==> config.mk <==
export PLATFORM = sky130hd
export DESIGN_NAME = nfc_irq
export DESIGN_NICKNAME = d
export VERILOG_FILES = /design/src/rtl/nfc_irq.sv
export SDC_FILE = /design/constraint.sdc
export NUM_CORES = 1
export LEC_CHECK = 0
export CAP_MARGIN = 10
export CORE_ASPECT_RATIO = 0.8
export CORE_MARGIN = 2
export CORE_UTILIZATION = 61
export DETAILED_ROUTE_END_ITERATION = 16
export DONT_BUFFER_PORTS = 1
export PLACE_DENSITY = 0.75
export SLEW_MARGIN = 5
export SYNTH_ARGS = -nofsm -noshare
export SYNTH_HDL_FRONTEND = slang
export SYNTH_SLANG_ARGS = --single-unit
==> constraint.sdc <==
create_clock -name pclk -period 2.4 [get_ports pclk]
set_clock_uncertainty 0.05 [all_clocks]
set_input_delay 0.12 -clock pclk [delete_from_list [all_inputs] [get_ports pclk]]
set_output_delay 0.12 -clock pclk [all_outputs]
set_load 0.02 [all_outputs]
==> src/rtl/nfc_irq.sv <==
// nfc_irq: APB-controlled, debounced NFC interrupt to fabric with optional event counter.
// Define NFC_IRQ_EVENT_COUNT_EN to build the 16-bit saturating COUNT register.
module nfc_irq #(
   parameter logic [7:0] ADDR_BASE = 8'h28,
   parameter int DEBOUNCE_CYCLES = 16
) (
   input  logic        pclk,
   input  logic        nreset,
   input  logic        bus_write_en,
   input  logic        bus_read_en,
   input  logic [7:0]  bus_addr,
   input  logic [31:0] bus_write_data,
   output logic [31:0] bus_read_data,
   input  logic        irq_pin,
   output logic        fabint
);
   localparam logic [7:0] ADDR_CTRL = ADDR_BASE;
   localparam logic [7:0] ADDR_STAT = ADDR_BASE + 8'd4;
   localparam logic [7:0] ADDR_CNT  = ADDR_BASE + 8'd8;
   typedef enum logic [2:0] {IDLE = 3'd0, WAIT = 3'd1, DEBOUNCE = 3'd2, LATCHED = 3'd3, REARM = 3'd4} state_t;
   state_t state;
   logic [1:0] ctrl;
   logic [1:0] sync;
   logic [7:0] cnt;
   logic pending;
   logic asserted, wr_ctrl, wr_stat, disable_wr, clear, qualify;
   logic [31:0] count;
   logic unused_wdata;
   assign asserted = sync[1] ^ ctrl[1];
   assign wr_ctrl = bus_write_en && bus_addr == ADDR_CTRL;
   assign wr_stat = bus_write_en && bus_addr == ADDR_STAT;
   assign disable_wr = wr_ctrl && !bus_write_data[0];
   assign clear = wr_stat && bus_write_data[0];
   assign qualify = state == DEBOUNCE && asserted && cnt == 8'(DEBOUNCE_CYCLES);
   assign fabint = pending;
   assign unused_wdata = ^bus_write_data[31:2];
   always_ff @(posedge pclk or negedge nreset) begin
      if (!nreset) begin
         state   <= IDLE;
         ctrl    <= 2'b10;
         sync    <= 2'b11;
         cnt     <= 8'd0;
         pending <= 1'b0;
      end else begin
         sync <= {sync[0], irq_pin};
         if (wr_ctrl) ctrl <= bus_write_data[1:0];
         if (disable_wr) begin
            state   <= IDLE;
            cnt     <= 8'd0;
            pending <= 1'b0;
         end else begin
            // qualification beats a simultaneous clear
            pending <= qualify || (pending && !clear);
            case (state)
               IDLE:     if (ctrl[0]) state <= WAIT;
               WAIT:     if (asserted) begin
                  cnt   <= 8'd1;
                  state <= DEBOUNCE;
               end
               DEBOUNCE: if (!asserted) state <= WAIT;
                         else if (qualify) state <= LATCHED;
                         else cnt <= cnt + 8'd1;
               LATCHED:  if (clear) state <= REARM;
               REARM:    if (!asserted) state <= WAIT;
               default:  state <= IDLE;
            endcase
         end
      end
   end
`ifdef NFC_IRQ_EVENT_COUNT_EN
   logic [15:0] events;
   always_ff @(posedge pclk or negedge nreset) begin
      if (!nreset) events <= 16'd0;
      else if (bus_write_en && bus_addr == ADDR_CNT) events <= 16'd0;
      else if (qualify && !disable_wr && events != 16'hFFFF) events <= events + 16'd1;
   end
   assign count = {16'h0, events};
`else
   assign count = 32'h0;
`endif
   // STATUS bit1 reports the synchronized pin level itself, before polarity
   always_comb
      bus_read_data = !bus_read_en ? 32'h0 :
                      bus_addr == ADDR_CTRL ? {30'h0, ctrl} :
                      bus_addr == ADDR_STAT ? {27'h0, state, sync[1], pending} :
                      bus_addr == ADDR_CNT  ? count : 32'h0;
endmodule

After elaboration in Yosys (flattened, before gate mapping)
Index checks and enable logic that the tools add are counted.
- $add $sub $neg: 1
- equal/unequal tests: 14
- muxes and demuxes: 17
- bitwise logic cells: 1
- reductions and logical operators: 14
- operators with widths (operator ; count):
    two-way mux 8 bit ; 4
    two-way mux 3 bit ; 7
    != test 3 bit, second input constant ; 6
    == test 8 x 6 -> 1 bit, second input constant ; 2
    one-hot mux 8 bit (2 select lines) ; 1
    two-way mux 5 bit ; 3
    one-hot mux 3 bit (5 select lines) ; 1
    adder 8 x 1 -> 8 bit, second input constant ; 1
    == test 8 x 5 -> 1 bit, second input constant ; 1
    logical AND 1 bit ; 7
    == test 3 x 2 -> 1 bit, second input constant ; 2
    AND reduction 5 bit ; 1
    != test 4 bit, second input constant ; 1
    AND reduction 4 bit ; 1
    == test 3 x 1 -> 1 bit, second input constant ; 1
    == test 3 bit, second input constant ; 1
    logical NOT 3 bit ; 1
    nonzero test 3 bit ; 1
    logical NOT 1 bit ; 2
    logical OR 1 bit ; 1
    two-way mux 1 bit ; 1
    XOR 1 bit ; 1
- bits in registers: 16
- bits of input ports: 45
- output and inout port bits: 33

Longest topological paths before layout
Gate-level depths: netlist of the first run.
- word-level depth: 7
- depth in mapped cells: 7
- depth with buffers taken out: 6

Worst setup path before layout of the first run
Ideal clock, no wire load.
- path type: register to register
- from: register state[0]
- to: register state[0]
- setup time: 126 ps
- arrival time: 1562 ps
- required time: 2224 ps
- slack: 662 ps
- stages on the path, launching flop included: 6
- period minus slack after synthesis: 1738 ps
- cell sequence: dfrtp_1 buf_6 or3b_4 a311oi_4 nor2_1 o311a_1
- longest elaborated chain between the ends: 5
- elaborated cells between the ends (all ways): 15
- ends and longest elaborated chain (element ; RTL line ; text):
    from (decl) ; 21 ; state_t state;
    from (signal assigned) ; 39 ; state <= IDLE;
    from (signal assigned) ; 48 ; state <= IDLE;
    from (signal assigned) ; 55 ; IDLE: if (ctrl[0]) state <= WAIT;
    == test 3 x 2 -> 1 bit ; 34, 54 ;
    logical AND 1 bit (2 in a row) ; 34 ; assign qualify = state == DEBOUNCE && asserted && cnt == 8'(DEBOUNCE_CYCLES);
    != test 4 bit (no source line) ; -- ;
    AND reduction 5 bit (no source line) ; -- ;
Parallel ways exist; a longest one is shown, timed or not.
A chain may end at the register's enable or synchronous reset.

Worst setup path in the final report of the first run
- from: register cnt[0]
- to: register cnt[2]
- longest elaborated chain between the ends: 5
- elaborated cells between the ends (all ways): 9
- ends and longest elaborated chain (element ; RTL line ; text):
    from (decl) ; 24 ; logic [7:0] cnt;
    from (signal assigned) ; 62 ; else cnt <= cnt + 8'd1;
    adder 8 x 1 -> 8 bit ; 62 ;
    two-way mux 8 bit ; 61 ; else if (qualify) state <= LATCHED;
    two-way mux 8 bit ; 60 ; DEBOUNCE: if (!asserted) state <= WAIT;
    one-hot mux 8 bit (2 select lines) ; 54 ; case (state)
    two-way mux 8 bit ; 47 ; if (disable_wr) begin
Parallel ways exist; a longest one is shown, timed or not. The select of a mux whose other input is x is not followed.

==> parameters.txt, run 1 <==
Parameter                              Value

Run status
  Run status ... completed

Timing
  Max-slew violation count ... 0
  Min cycle time layout ... 1.95 ns
  Unrepaired setup endpoints after global routing ... false
  Actual slew at the worst max-slew pin ... 0.729 ns
  Setup Viol. Count Final ... 0
  Final period util ... 81.4%
  Final hold violation count ... 0
  Rel. slew slack ... a little over 50%
  Achievable Freq ... 512 MHz
  Final TNS setup ... 0 ns

Synthesis
  Predominant post-synthesis flop cell ... dfrtp_1
  Number of cells produced by synthesis ... 143
  Sequential fraction of the synthesis area ... 30.9%
  Yosys warns ... 0
  Largest area contributor in the netlist ... dfrtp_1
  Top area cells in the synthesized netlist ... dfrtp_1 (25%), buf_4 (16%), dfstp_2 (6.0%), mux2i_1 (5.4%), nand3_1 (3.8%)
  Count of unique library cells instantiated by Yosys ... 46
  Share of flip-flops with an asynchronous set or reset after synthesis ... 100%
  Most frequent cell after synthesis ... buf_4
  Most numerous cell types in the synthesized netlist ... buf_4 (27), dfrtp_1 (13), nand3_1 (10), nor2_1 (10), a21oi_1 (8)
  Avg Cell Area, Syn ... 9.13 um^2
  Mapped Area ... 1310 um^2
  Count of flip-flops with a built-in enable after synthesis ... 0
  Register bit count reported by yosys ... 16
  Yosys top cell area share ... between 20 and 25%

Floorplanning
  Horizontal extent of the die ... about 56 um
  I/O pins ... 78
  Effective utilization at floorplan ... between 60% and 70%
  Core box area ... around 1900 um^2
  Row Count ... 14
  Die Area ... around 2500 um^2
  Floorplan die height ... 45.4 um

Power and ir drop
  Maximum vdd ir drop ... 0.623 mV
  Leakage ... 0.573 nW
  Total power per unit cell area ... between 700 and 800 nW/um^2
  Total power ... 884 uW

Finish
  Proportion of layout cells with a drive suffix above 1 ... 11.9%
  Net count reported at finish ... 191
  Register Area ... 404 um^2
  # diodes ... 0
  Fraction of the core area covered by cells at the end of the flow ... 64.4%
  Syn-to-layout area delta ... -4.12%
  Multi-input logic area ... 741 um^2
  Summed area of non-filler cells in the final layout ... ~1300 um^2
  Number of fill cells ... approximately 160

Setup path
  Critical path data arrival time ... 2.11 ns
  Setup slack of the most critical reg-to-reg path ... 0.45 ns
  Endpoint required time on the critical path ... 2.56 ns
  Type of the worst setup path ... flip-flop to flip-flop
  Element type at the critical path start ... flip-flop
  Category of the worst setup path capture point ... flip-flop
  Depth of the worst register-to-register path ... 6
  Endpoint of the most critical register-to-register path ... cnt[2]
  Highest net fanout along the worst path ... 7
  Reg-to-reg startpoint ... cnt[0]

Route
  Average via count per standard cell ... between 5 and 6
  Final routed wire length divided by cell count ... 13.8 um
  Iteration-0 DRC count of the detailed router ... 32
  1st-pass router iterations ... 4
  Post-DRT Antenna Nets ... 0
  Wirelength, routed ... 2300 um
  Residual DRC count ... 0
  Routed vias ... around 960

Placement
  I/O Buffers ... 0
  Post-detailed-placement half-perimeter wirelength ... 1760 um
  Cell Area, Placed ... 1190 um^2
  Final weighted congestion in routability-driven placement ... between 0.8 and 0.9

Clock network
  Clock insertion delay at the later pin of the skew report ... 0.29 ns
  Number of buffers created by CTS ... 3
  Maximum clock path buffer count ... 2
  Clock transition time at the flip-flop clock pins of the worst setup and hold paths ... approximately 0.10 ns
  TritonCTS clock tree ... done
  Root Buffer Master ... clkbuf_4
  CTS sink count ... 16
  Post-cts sizing count ... 0
  Clock H-tree levels ... 1
  Post-CTS setup buffer count ... 0

GRT
  Via count of the first global-routing pass ... between 800 and 900
  First-pass GRT wire length ... 3640 um
  Grt total ovfl ... 0
  Number of antenna violations at the first check in global routing ... 0
  Global-route total usage across every layer ... approximately a fifth
  Pin count of the biggest net entering global routing ... 17

Min path
  Cell depth of the worst min-delay path ... 2
  Hold Path Class ... primary input to flip-flop
  Hold path endpoint ... state[2]
  Startpoint of the tightest hold check path ... bus_write_data[0]

Job
  Max Cap Viol ... 0
-- registers in the layout (all words and copies together) (netlist names) --
signal and count:
fabint 1, cnt 8, sync 2, ctrl 2
state 3
-- critical path: stages (launching register included) --
cell and delay, ns:
dfrtp_1 0.48, inv_1 0.09, ha_1 0.14, nor4b_2 0.41, a311oi_4 0.22, o21ai_0 0.27, mux2i_1 0.21
-- metal layers --
| layer | vias to the layer above | wire (um) | GRT usage (%) | share of wire [%] |
|---|---|---|---|---|
| met3 | 3 | 214 | 6.25 | 9.3 |
| met5 | - | 0 | 0 | 0 |
| met1 | 450 | 998 | 23.9 | 43 |
| li1 | 458 | - | - | - |
| met2 | 45 | 1080 | 32.4 | 47 |
| met4 | 0 | 10 | 4.88 | 0.43 |
-- per-stage QoR --
step | std cells | hold slack [ns] | worst slack, ns
2_1_floorplan | 169 | -0.226 | 0.662
3_3_place_gp | 159 | -0.225 | 0.493
3_5_place_dp | 159 | -0.225 | 0.435
4_1_cts | 167 | 0.0315 | 0.426
5_1_grt | 167 | 0.0294 | 0.229
6_report | 167 | 0.0301 | 0.445
-- power breakdown --
| part | switching (mW) | internal, mW |
|---|---|---|
| registers | 0.0915 | 0.322 |
| clock network | 0.0832 | 0.0647 |
| logic | 0.187 | 0.135 |
| total | 0.362 | 0.522 |
-- how the worst max path moves through the flow --
| stage | start | endpoint | slack (ns) | cells past startpoint |
|---|---|---|---|---|
| floorplan | state[0] | state[0] | 0.66 | 5 |
| CTS | cnt[0] | cnt[2] | 0.43 | 6 |
| detailed placement | cnt[0] | cnt[7] | 0.44 | 6 |
| finish | cnt[0] | cnt[2] | 0.45 | 6 |
| global placement | cnt[0] | cnt[2] | 0.49 | 6 |
| global route | cnt[0] | cnt[2] | 0.23 | 6 |
-- area by class of cell --
type / count / area share, %
Clock buffer: 4 / 2.10
Sequential cell: 16 / 32.3
Multi-Input combinational cell: 116 / 59.1
Timing Repair Buffer: 4 / 3.20
Inverter: 3 / 0.899
Tap cell: 24 / 2.40
-- kinds of logic after synthesis --
logic type               count (synthesis)  share of synthesized area, %
flip-flops                              16                          30.9
AND/OR/NAND/NOR                         54                          24.6
buffers and inverters                   37                          19.8
AO/OA/AOI/OAI                           22                          13.4
other                                    1                         0.287
multiplexers                             9                          7.09
XOR/XNOR                                 2                          1.92
adder cells (fa/ha/maj)                  2                          1.92
-- cells in the final DEF, fill, tap and decap left out, drive strengths merged, types with 3 or more instances in the layout --
| cell | synthesis | routed |
|---|---|---|
| inv | 3 | 3 |
| nand3 | 10 | 10 |
| mux2i | 7 | 7 |
| nand2 | 6 | 6 |
| nor3 | 3 | 3 |
| dfrtp | 13 | 13 |
| and4 | 3 | 3 |
| nor2 | 10 | 10 |
| dfstp | 3 | 3 |
| a21oi | 8 | 8 |
| clkbuf | 3 | 4 |
| nand3b | 5 | 5 |
| dlygate4sd3 | 0 | 4 |
| and3 | 4 | 4 |
| conb | 1 | 27 |
-- what timing repair did --
action / in CTS / in global routing
hold buffers: 4 / 0
hold endpoints to repair: 19 / 0
endpoints found under the setup margin: 0 / 0
Note: power is estimated with default switching activity, not from simulation.
==> run 2: changes to the inputs <==
Settings changed: ABC_AREA set to 1, CORE_UTILIZATION 61 to 56, PLACE_DENSITY 0.75 to 0.72.
Clock period 2.4 ns to 1.6 ns, I/O delays scaled along.
==> run 2 against run 1 <==
Routed wire length grew 1.3%. Clock-buffer cell count is the same. Worst setup slack worse by 0.33 ns. Fmax grew 31%. Clock power grew 80%. Power is 68% higher. Non-clock buffer count is 5 higher. Sequential cell count is the same. Final cell count grew 33%. Highest routed layer unchanged.
==> parameters.txt, run 2 <==
Parameter                              Value

Timing
  Final setup slack of the worst path ... 0.112 ns
  Final period util ... 93.0%
  Rel. slew slack ... 50.6%
  Min cycle time layout ... around 1.5 ns
  Hold WS ... roughly 0.05 ns
  Achievable Freq ... about 670 MHz
  Final hold violation count ... 0
  Max-slew violation count ... 0
  Actual slew at the worst max-slew pin ... 0.738 ns
  Setup Viol. Count Final ... 0

Route
  Residual DRC count ... 0
  Average via count per standard cell ... around 4.8
  Wirelength, routed ... 2330 um
  Final routed wire length divided by cell count ... 10.5 um
  Post-DRT Antenna Nets ... 0
  Routed vias ... 1068
  1st-pass router iterations ... 4
  Iteration-0 DRC count of the detailed router ... 21

Synthesis
  Top area cells in the synthesized netlist ... dfrtp_1 (25%), buf_4 (15%), nand2_1 (12%), dfstp_2 (6.0%), nor2_1 (6.0%)
  Sequential fraction of the synthesis area ... 30.6%
  Predominant post-synthesis flop cell ... dfrtp_1
  Register bit count reported by yosys ... 16
  Count of flip-flops with a built-in enable after synthesis ... 0
  Number of cells produced by synthesis ... between 150 and 200
  Avg Cell Area, Syn ... 7.11 um^2
  Most numerous cell types in the synthesized netlist ... nand2_1 (41), buf_4 (27), nor2_1 (21), inv_1 (19), nand3_1 (14)
  Most frequent cell after synthesis ... nand2_1
  Yosys warns ... 0
  Mapped Area ... roughly 1300 um^2
  Count of unique library cells instantiated by Yosys ... 26
  Yosys top cell area share ... 24.6%
  Share of flip-flops with an asynchronous set or reset after synthesis ... 100%
  Largest area contributor in the netlist ... dfrtp_1

Floorplanning
  I/O pins ... a little under 80
  Core box area ... ~2200 um^2
  Effective utilization at floorplan ... 60.2%
  Row Count ... 15
  Horizontal extent of the die ... roughly 58 um
  Die Area ... 2770 um^2
  Floorplan die height ... 47.5 um

Clock network
  Root Buffer Master ... clkbuf_4
  Maximum clock path buffer count ... 2
  TritonCTS clock tree ... done
  Clock transition time at the flip-flop clock pins of the worst setup and hold paths ... about 0.090 ns
  Number of buffers created by CTS ... 3
  CTS sink count ... 16
  Clock insertion delay at the later pin of the skew report ... 0.29 ns
  Clock H-tree levels ... 1

Power and ir drop
  Total power ... ~1.5 mW
  Total power per unit cell area ... 1090 nW/um^2
  Leakage ... 0.780 nW
  Maximum vdd ir drop ... approximately 0.83 mV

Finish
  Syn-to-layout area delta ... 3.50%
  Commonest cells after routing, fill and taps aside ... nand2_1 (39), conb_1 (27), nor2_1 (21), inv_1 (19), nand3_1 (14)
  Most common cell after layout, fill and taps aside ... nand2_1
  Multi-input logic area ... about 720 um^2
  Summed area of non-filler cells in the final layout ... 1370 um^2
  Number of fill cells ... 196
  Proportion of layout cells with a drive suffix above 1 ... 16.8%
  Largest registers ... cnt (8), state (3)
  Largest register by flop count ... cnt
  Max reg flops ... 8
  Fraction of the core area covered by cells at the end of the flow ... 62.3%
  Net count reported at finish ... approximately 250
  Register Area ... 404 um^2
  # diodes ... 0

Min path
  Hold Path Class ... primary input to flip-flop

Setup path
  Depth of the worst register-to-register path ... 10
  Setup slack of the most critical reg-to-reg path ... around 0.11 ns
  Element type at the critical path start ... flip-flop
  Slowest cell delay on critical path ... 0.57 ns
  Reg-to-reg startpoint ... sync[1]
  Endpoint of the most critical register-to-register path ... cnt[7]
  Most repeated library cell on the critical path ... nand2_2
  Category of the worst setup path capture point ... flip-flop
  Type of the worst setup path ... flip-flop to flip-flop
  Slowest library cell on the worst path ... dfstp_2
  Cells traversed along the worst timing path ... inv_1, nand2_1, nand2_2, nor2_4, nand2_2, nand2_2, nand2_2, inv_2, nand2_1, o21ai_2
  Crit path capture ... cnt[7]
  Endpoint required time on the critical path ... 1.77 ns
  Launch point of the critical path ... sync[1]
  Critical path data arrival time ... 1.66 ns
  Highest net fanout along the worst path ... 4

GRT
  Global-route total usage across every layer ... 19.5%
  Grt total ovfl ... 0
  Via count of the first global-routing pass ... 943
  Number of antenna violations at the first check in global routing ... 0
  Pin count of the biggest net entering global routing ... 17
  First-pass GRT wire length ... 3950 um

Placement
  Post-detailed-placement half-perimeter wirelength ... approximately 1900 um
  I/O Buffers ... 0
  Post-Place Setup Slack ... ~0.14 ns
  Final weighted congestion in routability-driven placement ... 0.817
  Cell Area, Placed ... 1260 um^2

Job
  Max Cap Viol ... 0

Run status
  Run status ... completed
## run 2: cell count changes in the layout (fill, tap and decap cells not counted), moves of 4 or more
cell | before | now
inv_1 | 3 | 19
nand3_1 | 10 | 14
nand2_2 | 0 | 4
o21ai_1 | 0 | 4
nand2_1 | 6 | 39
nand3b_1 | 5 | 0
inv_2 | 0 | 7
nor2_1 | 10 | 21
buf_4 | 0 | 4
mux2i_1 | 7 | 0
## run 2: final cells by class
| class | instances | share of cell area [%] |
|---|---|---|
| multi-input cells | 142 | 52.6 |
| flip-flops and latches | 16 | 29.5 |
| inverters | 26 | 7.13 |
| repair buffers | 9 | 5.85 |
| clock buffers | 4 | 2.65 |
| well taps | 25 | 2.29 |
## run 2: repair_timing
item,CTS,global route
hold buffers,5,0
hold endpoints to repair,19,0
buffers inserted,0,1
endpoints found under the setup margin,0,9
resized for setup,0,4
## run 2: power breakdown
group / total [mW] / internal, mW / leakage, nW / switching [mW]
Combinational: 0.665 / 0.211 / 0.566 / 0.454
Clock: 0.267 / 0.139 / 0.0210 / 0.128
Sequential: 0.556 / 0.484 / 0.194 / 0.0720
Total: 1.49 / 0.833 / 0.780 / 0.655
## run 2: per-layer routing
layer	GRT usage, %	wire length [um]	vias up
li1	-	-	553
met1	25.3	1100	461
met2	32.8	1030	50
met3	5.68	182	4
met4	4.65	21	0
met5	0	0	-
## run 2: worst max-delay path: cells and delay by family, from the launching register on
kind | cells | cell delay [ns]
compound gates | 1 | 0.05
flops | 1 | 0.57
buf+inv | 2 | 0.16
simple gates | 7 | 0.59
## run 2: worst min path at each step
stage	startpoint	endpoint	cells past startpoint
after floorplan	nreset	cnt[0]	0
after global placement	nreset	state[2]	0
after detailed placement	nreset	state[2]	0
after CTS	bus_write_en	cnt[5]	3
after global routing	bus_write_en	cnt[2]	3
final	bus_write_en	cnt[5]	3
## run 2: cells by family (layout without fill, tap and decap cells)
family | Yosys count | after routing | share of synthesized area (%)
simple gates | 97 | 97 | 36.0
flops | 16 | 16 | 30.6
other cells | 1 | 27 | 0.284
xor+xnor | 3 | 3 | 1.99
compound gates | 13 | 13 | 5.68
fa+ha+maj | 2 | 2 | 1.89
buf+inv | 54 | 39 | 23.6
## run 2: stage by stage
stage / cells / setup TNS, ns
floorplan: 212 / 0
global placement: 212 / 0
detailed placement: 212 / 0
CTS: 221 / 0
global route: 222 / -0.0490
finish: 222 / 0
==> run 3: changes to the inputs <==
Settings changed: ABC_AREA 1 to not set.
==> run 3 against run 2 <==
Power grew 11%. Sequential share of layout area shrank 2.7 points. Highest routed layer unchanged. Via count grew 1.4%. The run now ends with setup timing left. Die area shrank 1.1%. Combinational power grew 31%. Largest cell class unchanged.
==> parameters.txt, run 3 (synthesized netlist as in run 1, its figures left out) <==
Parameter                              Value

Run status
  Run status ... complete, but fails checks
  Failing checks ... setup timing

Setup path
  Critical path data arrival time ... 1.91 ns
  Endpoint required time on the critical path ... 1.77 ns
  Slowest cell delay on critical path ... ~0.44 ns
  Worst Path Buf+Inv ... 0
  Kind of cell adding the most delay to the critical path ... compound AO/OA/AOI/OAI gates
  Slowest library cell on the worst path ... or3b_4
  Cells traversed along the worst timing path ... or3b_4, a311o_2, a21oi_2, mux2i_1
  Highest net fanout along the worst path ... 6
  Element type at the critical path start ... flip-flop
  Type of the worst setup path ... flip-flop to flip-flop
  Category of the worst setup path capture point ... flip-flop

Finish
  Fraction of the core area covered by cells at the end of the flow ... 69.2%
  Most common cell after layout, fill and taps aside ... conb_1
  Syn-to-layout area delta ... 15.3%
  Commonest cells after routing, fill and taps aside ... conb_1 (27), buf_4 (21), dfrtp_1 (13), nor2_1 (10), nand3_1 (9)
  Max reg flops ... 8
  Proportion of layout cells with a drive suffix above 1 ... 30.1%
  Largest registers ... cnt (8), state (3)
  Multi-input logic area ... a little over 800 um^2
  Number of fill cells ... 171
  # diodes ... 0
  Register Area ... 404 um^2
  Number of cells in the finished layout apart from fillers ... 191
  Largest register by flop count ... cnt
  Net count reported at finish ... 214

Timing
  Hold WS ... 0.0199 ns
  Unrepaired setup endpoints after global routing ... true
  Achievable Freq ... 573 MHz
  Final setup slack of the worst path ... -0.144 ns
  Actual slew at the worst max-slew pin ... 0.743 ns
  Final period util ... 109%
  Min cycle time layout ... roughly 1.7 ns
  Rel. slew slack ... 50.3%
  Max-slew violation count ... 0
  Final hold violation count ... 0
  Setup Viol. Count Final ... 10

Clock network
  Clock insertion delay at the later pin of the skew report ... 0.30 ns
  Number of buffers created by CTS ... 3
  Root Buffer Master ... clkbuf_4
  Clock H-tree levels ... 1
  CTS sink count ... 16
  Maximum clock path buffer count ... 2
  TritonCTS clock tree ... done
  Clock transition time at the flip-flop clock pins of the worst setup and hold paths ... 0.10 ns

GRT
  Pin count of the biggest net entering global routing ... 17
  Grt total ovfl ... 0
  Global-route total usage across every layer ... 21.1%
  Number of antenna violations at the first check in global routing ... 0
  Via count of the first global-routing pass ... 956
  First-pass GRT wire length ... 4180 um

Power and ir drop
  NetSw ... 661 uW
  Maximum vdd ir drop ... 0.840 mV
  Leakage ... around 0.7 nW
  Comb power frac ... 52.8%
  Relative contribution of the clock network to total power ... 14.0%
  Total power ... 1.65 mW
  Total power per unit cell area ... 1100 nW/um^2
  Fraction of power consumed by sequential logic ... 33.1%
  Internal power ... 990 uW
  Sw Ratio ... about 40%

Route
  Wirelength, routed ... 2700 um
  1st-pass router iterations ... 4
  Post-DRT Antenna Nets ... 0
  Routed vias ... approximately 1100
  Residual DRC count ... 0
  Average via count per standard cell ... 5.67
  Final routed wire length divided by cell count ... 14.1 um
  Iteration-0 DRC count of the detailed router ... 21

Placement
  Post-detailed-placement half-perimeter wirelength ... 1880 um
  I/O Buffers ... 0
  Final weighted congestion in routability-driven placement ... 0.880
  Number of cells after detailed placement ... ~180
  Post-Place Setup Slack ... -0.201 ns

Min path
  Hold Path Class ... primary input to flip-flop

Floorplanning
  Floorplan die height ... 47.2 um
  Horizontal extent of the die ... 58.0 um
  Core box area ... 2180 um^2
  Effective utilization at floorplan ... about 60%
  Row Count ... 15
  I/O pins ... 78
  Die Area ... approximately 2700 um^2

Job
  Max Cap Viol ... 0
[run 3: cell count changes in the layout (fill, tap and decap cells not counted), moves of 5 or more]
| cell | delta |
|---|---|
| nand3b_1 | +5 |
| buf_4 | +17 |
| nor2_1 | -11 |
| mux2i_1 | +7 |
| inv_2 | -7 |
| inv_1 | -16 |
| nand3_1 | -5 |
| nand2_1 | -33 |
[run 3: final timing paths]
check,startpoint,end,slack [ns],cells after the start
setup / recovery,state[2],cnt[4],-0.14,4
hold / removal,bus_addr[2],ctrl[1],0.02,2
setup reg to reg,state[2],cnt[4],-0.14,4
hold reg to reg,sync[0],sync[1],0.31,0
max in group asynchronous,nreset,cnt[3],0.80,1
min in group asynchronous,nreset,state[0],0.22,1
[run 3: power by group through the flow]
stage | clock (mW) | combinational [mW] | sequential (mW)
after floorplan | 0 | 0.576 | 0.557
after global placement | 0 | 0.684 | 0.545
after detailed placement | 0 | 0.694 | 0.548
after CTS | 0.238 | 0.770 | 0.548
after global routing | 0.250 | 0.946 | 0.558
final | 0.232 | 0.873 | 0.547
[run 3: area by class of cell]
type	count	area share, %
inverters	3	0.748
well taps	25	2.08
multi-input cells	116	54.0
clock buffers	4	1.74
flip-flops and latches	16	26.8
repair buffers	27	14.6
[run 3: repair_timing]
action | CTS | global route
resized for setup | 10 | 4
hold buffers | 4 | 0
endpoints found under the hold margin | 19 | 0
buffers inserted | 2 | 3
pin swaps | 11 | 4
endpoints found under the setup margin | 9 | 12
[run 3: through the flow]
step / instance area (um^2) / setup TNS (ns)
floorplan: 1430 / -0.834
global placement: 1350 / -1.01
detailed placement: 1350 / -1.26
CTS: 1460 / -0.928
global route: 1510 / -1.72
finish: 1510 / -1.04
[run 3: layer usage]
metal	global-route usage, %	wire [um]	vias to the layer above
met5	0	0	-
met4	10.7	75	0
met3	6.06	203	10
met2	35.9	1290	47
met1	25.1	1130	519
li1	-	-	507
